File: src/rtl/prio_encoder_rr.sv
// prio_encoder_rr: registered priority encoder with fixed-priority or round-robin search order.
// Optional feature macro: PRIO_ENC_MULTI_ERR_EN (registers a "more than one request" flag on out_multi).
module prio_encoder_rr #(
    parameter int WIDTH = 16,
    parameter int MODE  = 0,
    localparam int IDX_W = $clog2(WIDTH)
) (
    input  logic             clk,
    input  logic             rst,
    input  logic             in_valid,
    output logic             in_ready,
    input  logic [WIDTH-1:0] req,
    output logic             out_valid,
    input  logic             out_ready,
    output logic [IDX_W-1:0] out_idx,
    output logic             out_hit,
    output logic             out_multi,
    output logic [IDX_W-1:0] out_ptr
);

    // Returns {found, index} of the first set bit, scanning upward from start with wrap.
    // WIDTH is a power of two, so the index adder wraps for free.
    function automatic logic [IDX_W:0] find_first(input logic [WIDTH-1:0] vec,
                                                  input logic [IDX_W-1:0] start);
        logic [IDX_W:0]   res;
        logic [IDX_W-1:0] pos;
        res = {(IDX_W+1){1'b0}};
        for (int i = 0; i < WIDTH; i++) begin
            pos = start + IDX_W'(i);
            if (!res[IDX_W] && vec[pos]) begin
                res = {1'b1, pos};
            end
        end
        return res;
    endfunction

    logic             out_valid_r;
    logic [IDX_W-1:0] out_idx_r;
    logic             out_hit_r;
    logic [IDX_W-1:0] ptr_r;

    logic             accept_s;
    logic [IDX_W-1:0] start_s;
    logic [IDX_W:0]   found_s;
    logic [IDX_W-1:0] idx_s;
    logic             hit_s;
    logic [IDX_W-1:0] ptr_next_s;

    // Handshake, search and pointer-advance decode.
    always_comb begin
        accept_s   = in_valid && in_ready;
        start_s    = (MODE == 1) ? ptr_r : {IDX_W{1'b0}};
        found_s    = find_first(req, start_s);
        hit_s      = found_s[IDX_W];
        idx_s      = found_s[IDX_W-1:0];
        if ((MODE == 1) && hit_s) begin
            ptr_next_s = idx_s + IDX_W'(1'b1);
        end else begin
            ptr_next_s = ptr_r;
        end
    end

    // Single output register: load on accept, drain on take, otherwise hold.
    always_ff @(posedge clk) begin
        if (rst) begin
            out_valid_r <= 1'b0;
            out_idx_r   <= {IDX_W{1'b0}};
            out_hit_r   <= 1'b0;
            ptr_r       <= {IDX_W{1'b0}};
        end else if (accept_s) begin
            out_valid_r <= 1'b1;
            out_idx_r   <= idx_s;
            out_hit_r   <= hit_s;
            ptr_r       <= ptr_next_s;
        end else if (out_ready) begin
            out_valid_r <= 1'b0;
        end else begin
            out_valid_r <= out_valid_r;
        end
    end

`ifdef PRIO_ENC_MULTI_ERR_EN
    // More than one bit set iff clearing the lowest set bit leaves something behind.
    function automatic logic multi_bits(input logic [WIDTH-1:0] vec);
        return |(vec & (vec - {{(WIDTH-1){1'b0}}, 1'b1}));
    endfunction

    logic out_multi_r;

    // Multi-request flag travels with the result it describes.
    always_ff @(posedge clk) begin
        if (rst) begin
            out_multi_r <= 1'b0;
        end else if (accept_s) begin
            out_multi_r <= multi_bits(req);
        end else begin
            out_multi_r <= out_multi_r;
        end
    end

    assign out_multi = out_multi_r;
`else
    assign out_multi = 1'b0;
`endif

    assign in_ready  = !out_valid_r || out_ready;
    assign out_valid = out_valid_r;
    assign out_idx   = out_idx_r;
    assign out_hit   = out_hit_r;
    assign out_ptr   = ptr_r;

endmodule

File: config.mk
export PLATFORM = sky130hd
export DESIGN_NAME = prio_encoder_rr
export DESIGN_NICKNAME = d
export VERILOG_FILES = /design/src/rtl/prio_encoder_rr.sv
export SDC_FILE = /design/constraint.sdc
export NUM_CORES = 1
export LEC_CHECK = 0
export BUFFER_PORTS_ARGS = -buffer_cell sky130_fd_sc_hd__buf_2
export CAP_MARGIN = 20
export CORE_AREA = 5 5 42 44
export DETAILED_ROUTE_END_ITERATION = 8
export DIE_AREA = 0 0 47 49
export PLACE_DENSITY = 0.7
export SYNTH_ARGS = -nofsm -noshare
export SYNTH_HDL_FRONTEND = slang
export SYNTH_SLANG_ARGS = --single-unit
File: constraint.sdc
create_clock -name clk -period 1.5 [get_ports clk]
set_input_delay 0.15 -clock clk [delete_from_list [all_inputs] [get_ports clk]]
set_output_delay 0.15 -clock clk [all_outputs]
set_load 0.02 [all_outputs]
==> impl_results.md, run 1 <==
- Status: completed
- R2r endpoint: out_idx[0]
- Synth top area share: 25.1%
- Clk root buf: clkbuf_4
- Setup CP Type: flip-flop to flip-flop
- Worst Setup End Kind: flip-flop
- Adder-cell share of the synthesized area: 0%
- Leak pwr: 0.298 nW
- DP Area: 606 um^2
- Post-DRT Antenna Nets: 0
- Setup_tns: 0 ns
- Tcrit/Tclk final: 73.9%
- CTS Buffer Depth: 2
- Final core utilization: 44.8%
- First-pass GRT wire length: 2060 um
- Simple-Gate Fraction of Synth Area: 36.4%
- Cell variety after synth: 23
- Post-cts resize count: 0
- Power Density: 698 nW/um^2
- Register-to-Register Path Depth: 5
- Avg WL per Cell: 11.7 um
- Gr usage total: 11.8%
- Initial core utilization: 34.1%
- N_diodes: 0
- Final Power: 0.000439 W
- Vias per cell: 4.93
- Pin count of the biggest net entering global routing: 8
- Clock Skew: 0.00393 ns
- Global route overflow: 0
- WP buf/inv: 0
- FF-to-FF Start: out_valid
- Hold Path Sink: out_valid
- CP top delay family: simple AND/OR/NAND/NOR gates
- Die W: 47 um
- Fill cell count: 155
- Sequential area share after synthesis: 25.1%
- Asr flop ratio synth: 0%
- CTS Sinks: 6
- Top FF cell, synth: dfxtp_1
- Syn Area/Cell: 7.71 um^2
- Die Area: 2300 um^2
- CP Data Arrival Time: 1.27 ns
- CTS buffer count: 3
- IR drop worst, VDD: 0.000411 V
- Sequential cell area: 120 um^2
- Dominant cell type by area after synthesis: dfxtp_1
- Clock Pin Slew Worst Setup and Hold Paths: 0.04 ns
- Hold path start: in_valid
- CP max-delay cell: dfxtp_1
- Compound-cell area share of the yosys netlist: 23.6%
- Layout cells sized above 1: 37.8%
- Post-route cell area: 628 um^2
- Hold path depth: 3
- Dpl hpwl: 1060 um
- Post-synthesis xor/xnor area fraction: 0%
- CTS Hold Bufs: 0
- Setup slack, reg-to-reg: 0.39 ns
- Commonest cells in the netlist: 8 x inv_1, 8 x nor2_1, 7 x a21oi_1
- Largest family of logic cells by synthesized area: simple AND/OR/NAND/NOR gates
- Core area: 1400 um^2
- Critical Path RT: 1.66 ns
- P&R area growth vs syn: 31.4%
- F_max: 903 MHz
- H-Tree Level Count: 1
- Multi-input gate area: 305 um^2
- Max Transition Viols Final: 0
- First-pass DRT Iterations: 4
- Startpoint types: flip-flop
- Port Buffer Count: 26
- Final min period: 1.11 ns
- Number of global-route vias before repair: 521
- Cell Area, Synth: 478 um^2
- Via count: 523
- Antenna violations before repair: 0
- Area contributors post-synth: dfxtp_1 25%, nor4_4 13%, buf_4 7.9%
- Final Hold Viols: 0
- Setup Fix Bufs, Post-CTS: 0
- Crit-path cells: nand2b_1, nand2_1, nor4_1, a21oi_1, o22ai_1
- Number of top-level pins: 32
- Post-layout nets: 112
- RePlAce Congestion: 0.781
- CP max FO: 6
- Hold Path Class: primary input to flip-flop
- Row count: 14
- Synth warn: 0
- WL final: 1250 um
- TritonCTS clock tree: done
- EDFF count, synth: 0
- RSZ-0062 raised after global routing: false
- Max cap viols: 0
- Mux contribution to synthesized area: 0%
- Largest stage delay on the critical path: 0.30 ns
- Synth Register Bits: 6
- Worst skew pair latency: 0.24 ns
- Final setup fails: 0
- Critical Path Start: out_valid
- Die Y: 49 um
- Hold slack: 0.171 ns
- Post-Syn Instances: 62
- DRC: 0
- DRT iter0 DRCs: 21
## worst min-delay path, delay by kind of cell
family,cells,cell delay [ns]
AO/OA/AOI/OAI,1,0.05
buffers and inverters,2,0.16
## logic make-up (layout without fill, tap and decap cells)
kind of cell           after synthesis  after routing
and+or+nand+nor                     25             25
AOI/OAI and AO/OA                   17             17
buffers and inverters               13             37
DFF                                  6              6
other                                1              5
## area by class of cell
cell class | instances | area share [%]
Clock buffer | 3 | 3.59
Inverter | 8 | 4.78
Multi-Input combinational cell | 47 | 48.6
Sequential cell | 6 | 19.1
Tap cell | 16 | 3.19
Timing Repair Buffer | 26 | 20.7
## registers in the layout (all words and copies together), names as in the netlist
signal,flops
out_hit,1
out_idx,4
out_valid,1
## through the flow
step / instances / setup WS [ns]
2_1_floorplan: 66 / 0.237
3_3_place_gp: 103 / 0.227
3_5_place_dp: 103 / 0.161
4_1_cts: 106 / 0.389
5_1_grt: 106 / 0.315
6_report: 106 / 0.392
## worst max-delay path by stage
stage / end / slack [ns] / depth (start not counted)
3_5_place_dp: out_idx[1] / 0.16 / 5
5_1_grt: out_idx[0] / 0.32 / 5
4_1_cts: out_idx[0] / 0.39 / 5
3_3_place_gp: out_idx[1] / 0.23 / 5
2_1_floorplan: out_idx[0] / 0.24 / 5
6_report: out_idx[0] / 0.39 / 5
## where the power goes
| part | internal, W | switching, W | total [W] |
|---|---|---|---|
| Clock | 0.0000901 | 0.0000518 | 0.000142 |
| Sequential | 0.000168 | 0.00000361 | 0.000171 |
| Combinational | 0.0000452 | 0.0000802 | 0.000125 |
## routing by layer
layer / vias up / share of wire [%] / track usage [%] / wire length (um)
li1: 274 / - / - / -
met1: 233 / 43 / 13.9 / 531
met2: 16 / 50 / 19.5 / 621
met3: 0 / 7.3 / 4.80 / 91
met4: 0 / 0 / 2.76 / 0
met5: - / 0 / 0 / 0
## cells in the final DEF (no fill, tap or decap)
cell type / count
buf_2: 26
nor2_1: 8
inv_1: 8
a21oi_1: 7
dfxtp_1: 6
conb_1: 5
nand2_1: 4
nor4_4: 3
nor4_1: 3
clkbuf_4: 3
o31ai_1: 2
nor3_1: 2
o21ai_0: 2
nand2b_1: 1
and2_1: 1
a211oi_1: 1
nand4_2: 1
o32a_1: 1
a211oi_2: 1
o21bai_1: 1
a32oi_1: 1
o22ai_1: 1
nand4_1: 1
nand3_1: 1
Power figures use the tool's default switching activity.
==> run 2, diff against run 1 <==
- clock period: 1.5 -> 1.1 ns (I/O delays scaled with it)
==> impl_results.md, run 2 (same netlist as run 1, synthesis figures left out) <==
- Max Transition Viols Final: 0 (unchanged)
- Via count: 549 (+5.0%)
- Worst Setup End Kind: flip-flop
- Die Y: 49 um (unchanged)
- CP max FO: 6 (unchanged)
- Final Hold Viols: 0 (unchanged)
- Layout cells sized above 1: 48.0% (+10 points)
- First-pass GRT wire length: 1950 um (-5.4%)
- CTS Hold Bufs: 0 (unchanged)
- Port Buffer Count: 26 (unchanged)
- Setup slack, reg-to-reg: 0.07 ns (-0.32 ns)
- Antenna violations before repair: 0 (unchanged)
- Dpl hpwl: 1060 um (-0.20%)
- CTS Sinks: 6 (unchanged)
- Vias per cell: 4.82 (-2.4%)
- Number of top-level pins: 32 (unchanged)
- Die W: 47 um (unchanged)
- Worst skew pair latency: 0.25 ns (about the same)
- Critical Path Sink: out_idx[0]
- Final min period: 1.03 ns (-0.0786 ns)
- Clock Pin Slew Worst Setup and Hold Paths: 0.04 ns (about the same)
- Most frequent cells in the layout: 26 x buf_2, 8 x nor2_1, 8 x inv_1, 8 x buf_4, 7 x a21oi_1
- Clock Skew: 0.000229 ns (-0.00370 ns)
- Startpoint types: flip-flop
- Register-to-Register Path Depth: 5 (unchanged)
- CP Data Arrival Time: 1.20 ns (-0.07 ns)
- Pin count of the biggest net entering global routing: 8 (unchanged)
- Avg WL per Cell: 10.9 um (-7.4%)
- DRT iter0 DRCs: 8 (-62%)
- Leak pwr: 0.345 nW (+16%)
- Critical Path RT: 1.28 ns (-0.38 ns)
- First-pass DRT Iterations: 4 (unchanged)
- Critical Path Start: out_valid
- Hold slack: 0.109 ns (-0.0624 ns)
- Max cap viols: 0 (unchanged)
- Gr usage total: 11.5% (-0.36 points)
- R2r endpoint: out_idx[0]
- Post-route cell area: 707 um^2 (+13%)
- Tcrit/Tclk final: 93.6% (+20 points)
- P&R area growth vs syn: 47.9%
- Final Power: 0.000637 W (+45%)
- Status: completed
- Commonest non-fill, non-tap cell in the layout: buf_2
- Fill cell count: 145 (-6.5%)
- CTS Buffer Depth: 2 (unchanged)
- Number of global-route vias before repair: 485 (-6.9%)
- N_diodes: 0 (unchanged)
- Power Density: 902 nW/um^2 (+29%)
- Post-layout nets: 120 (+7.1%)
- Setup CP Type: flip-flop to flip-flop
- CTS buffer count: 3 (unchanged)
- Die Area: 2300 um^2 (unchanged)
- Clk root buf: clkbuf_4
- Global route overflow: 0 (unchanged)
- Post-DRT Antenna Nets: 0 (unchanged)
- FF-to-FF Start: out_valid
- TritonCTS clock tree: done
- IR drop worst, VDD: 0.000509 V (+24%)
- Hold Path Class: primary input to flip-flop
- Max reg flops: 4 (unchanged)
- F_max: 971 MHz (+7.6%)
- WL final: 1240 um (-0.40%)
- DP Area: 674 um^2 (+11%)
- DRC: 0 (unchanged)
- Core area: 1400 um^2 (unchanged)
- RePlAce Congestion: 0.714 (-8.5%)
- Initial core utilization: 34.1% (unchanged)
- H-Tree Level Count: 1 (unchanged)
- Final setup fails: 0 (unchanged)
- Row count: 14 (unchanged)
## run 2: where the power goes
group	switching (W)	total, W	leakage, nW	internal [W]
clock network	0.0000857	0.000210	0.0138	0.000124
registers	0.00000575	0.000235	0.0495	0.000229
logic	0.000114	0.000193	0.281	0.0000793
total	0.000205	0.000637	0.345	0.000432
## run 2: metal layers
| metal | GRT usage [%] | share of wire, % | up-vias |
|---|---|---|---|
| li1 | - | - | 286 |
| met1 | 12.8 | 39 | 239 |
| met2 | 19.0 | 52 | 22 |
| met3 | 3.32 | 8.1 | 2 |
| met4 | 5.53 | 1.3 | 0 |
| met5 | 0 | 0 | - |
## run 2: how the worst min path moves through the flow
stage,start,endpoint,slack (ns),cells after the start
global placement,in_valid,out_valid,0.36,3
CTS,in_valid,out_valid,0.1,3
global route,rst,out_idx[1],0.12,2
finish,rst,out_idx[1],0.11,2
detailed placement,in_valid,out_valid,0.36,3
floorplan,rst,out_valid,0.17,1
## run 2: what timing repair did
action | in CTS | in global routing
buffers inserted | 0 | 0
gates resized for setup | 0 | 3
endpoints found under the setup margin | 0 | 1
endpoints found under the hold margin | 0 | 0
## run 2: layout make-up
type                            count  area (um^2)  area share (%)
Inverter                            8         30.0            4.25
Clock buffer                        3         22.5            3.19
Tap cell                           16         20.0            2.83
Sequential cell                     6          121            17.2
Timing Repair Buffer               34          190            26.9
Multi-Input combinational cell     47          323            45.7
## run 2: stage by stage
step,TNS (ns),worst slack (ns),instances,utilization (%)
5_1_grt,-0.0365,-0.0365,114,50.4
3_5_place_dp,-0.362,-0.120,111,48.1
2_1_floorplan,0,0.0297,66,-
3_3_place_gp,-0.338,-0.112,111,48.1
4_1_cts,0,0.0305,114,49.7
6_report,0,0.0706,114,50.4
## run 2: critical path, cell delays in order, from the launching register on
cell	delay, ns
dfxtp_2	0.32
nand2b_4	0.08
nand2_2	0.10
nor4_2	0.25
a21oi_1	0.06
o22ai_1	0.15
==> run 3, diff against run 2 <==
- BUFFER_PORTS_ARGS: -buffer_cell sky130_fd_sc_hd__buf_2 -> -buffer_cell sky130_fd_sc_hd__buf_4
==> impl_results.md, run 3 (same netlist as run 1, synthesis figures left out) <==
- DRC: 0 (unchanged)
- Number of top-level pins: 32 (unchanged)
- DRT iter0 DRCs: 6 (-2)
- H-Tree Level Count: 1 (unchanged)
- Largest stage delay on the critical path: 0.33 ns (about the same)
- Sequential Power Share: 34.8% (-2.1 points)
- Crit path depth: 5 (unchanged)
- Gr usage total: 12.4% (+0.92 points)
- Via count: 562 (+2.4%)
- TritonCTS clock tree: done
- Setup CP Type: flip-flop to flip-flop
- Final Power: 0.000678 W (+6.4%)
- First-pass DRT Iterations: 4 (unchanged)
- Clock power share: 31.0% (-1.9 points)
- Power Density: 841 nW/um^2 (-6.7%)
- Final setup fails: 0 (unchanged)
- Tcrit/Tclk final: 91.6% (-2.0 points)
- Die Y: 49 um (unchanged)
- Hold Path Class: primary input to flip-flop
- Critical Path Start: out_valid
- Avg WL per Cell: 11.8 um (+8.6%)
- WL final: 1360 um (+9.6%)
- Commonest non-fill, non-tap cell in the layout: buf_4
- CTS Buffer Depth: 2 (unchanged)
- Clock Skew: 0.00128 ns (+0.00105 ns)
- Max Transition Viols Final: 0 (unchanged)
- Dpl hpwl: 1070 um (+1.4%)
- Final Hold Viols: 0 (unchanged)
- CP max-delay cell: dfxtp_2
- Combinational share of power: 34.2% (+3.9 points)
- First-pass GRT wire length: 2190 um (+12%)
- Pin count of the biggest net entering global routing: 8 (unchanged)
- Startpoint types: flip-flop
- CP Data Arrival Time: 1.18 ns (-0.02 ns)
- Max reg flops: 4 (unchanged)
- Crit-path cells: nand2b_4, nand2_4, nor4_4, a21oi_2, o22ai_1
- N_diodes: 0 (unchanged)
- Critical Path RT: 1.27 ns (about the same)
- CP top delay family: simple AND/OR/NAND/NOR gates
- FF-to-FF Start: out_valid
- Worst skew pair latency: 0.24 ns (about the same)
- Clk root buf: clkbuf_4
- Port Buffer Count: 26 (unchanged)
- Global route overflow: 0 (unchanged)
- Worst slack at placement: -0.139 ns (-0.0187 ns)
- Post-route cell area: 806 um^2 (+14%)
- Core area: 1400 um^2 (unchanged)
- Number of global-route vias before repair: 583 (+20%)
- Sw Pwr: 0.000215 W (+4.7%)
- Placed Instances: 112 (+0.90%)
- Worst Setup End Kind: flip-flop
- Vias per cell: 4.89 (+1.5%)
- Post-DRT Antenna Nets: 0 (unchanged)
- Clock Pin Slew Worst Setup and Hold Paths: 0.05 ns (about the same)
- Final min period: 1.01 ns (-0.0221 ns)
- PnR worst setup slack: 0.0927 ns (+0.0221 ns)
- Status: completed
- Layout cells sized above 1: 49.5% (+1.5 points)
- Fill cell count: 132 (-9.0%)
- Cell internal pwr: 0.000463 W (+7.1%)
- WP buf/inv: 0 (unchanged)
- Die W: 47 um (unchanged)
- Row count: 14 (unchanged)
- Register-to-Register Path Depth: 5 (unchanged)
- Hold path depth: 2 (unchanged)
- RSZ-0062 raised after global routing: false
- Initial core utilization: 34.1% (unchanged)
- Net Sw Frac: 31.7% (-0.49 points)
- Most frequent cells in the layout: 35 x buf_4, 8 x nor2_1, 8 x inv_1
- Leak pwr: 0.376 nW (+9.2%)
- Max cap viols: 0 (unchanged)
- Hold path start: rst
- CTS Sinks: 6 (unchanged)
- RePlAce Congestion: 0.688 (-3.7%)
- DP Area: 747 um^2 (+11%)
- Non-filler instance count after layout: 115 (+0.88%)
- F_max: 993 MHz (+2.2%)
- CP max FO: 4 (-2)
- Post-layout nets: 121 (+0.83%)
- CTS buffer count: 3 (unchanged)
- Die Area: 2300 um^2 (unchanged)
- P&R area growth vs syn: 68.6%
- Final core utilization: 57.5% (+7.1 points)
- IR drop worst, VDD: 0.000591 V (+16%)
- Antenna violations before repair: 0 (unchanged)
[run 3: final cells by class]
class | instances | area (um^2) | share of cell area [%]
Timing Repair Buffer | 35 | 263 | 32.6
Inverter | 8 | 30.0 | 3.73
Tap cell | 16 | 20.0 | 2.48
Clock buffer | 3 | 22.5 | 2.80
Multi-Input combinational cell | 47 | 349 | 43.3
Sequential cell | 6 | 121 | 15.1
[run 3: timing repair]
| item | 4_1_cts | 5_1_grt |
|---|---|---|
| hold buffers | 0 | 0 |
| resized for setup | 0 | 7 |
| buffers inserted | 0 | 0 |
| endpoints found under the setup margin | 0 | 1 |
[run 3: worst paths after layout]
kind / endpoint / slack [ns]
worst max register to register: out_idx[0] / 0.09
worst min-delay path: out_idx[1] / 0.08
worst max-delay path: out_idx[0] / 0.09
worst min register to register: out_idx[2] / 0.46
[run 3: through the flow]
step                hold WS (ns)  TNS, ns
CTS                       0.0659        0
global route              0.0789        0
global placement           0.328   -0.313
floorplan                  0.172        0
finish                    0.0764        0
detailed placement         0.331   -0.400
[run 3: worst register-to-register path: cells and delay by family, from the launching register on]
kind	cells	cell delay (ns)
and+or+nand+nor	3	0.42
DFF	1	0.33
AOI/OAI and AO/OA	2	0.19
[run 3: power groups by stage]
stage	registers (W)	logic, W	clock network [W]
6_report	0.000236	0.000232	0.000210
5_1_grt	0.000236	0.000253	0.000241
4_1_cts	0.000236	0.000221	0.000219
3_5_place_dp	0.000240	0.000221	0
3_3_place_gp	0.000239	0.000217	0
2_1_floorplan	0.000252	0.0000868	0
[run 3: metal layers]
metal,track usage (%),part of all wire [%],vias up
li1,-,-,290
met1,15.5,41,257
met2,20.4,53,15
met3,1.48,5.6,0
met4,5.53,0,0
met5,0,0,-
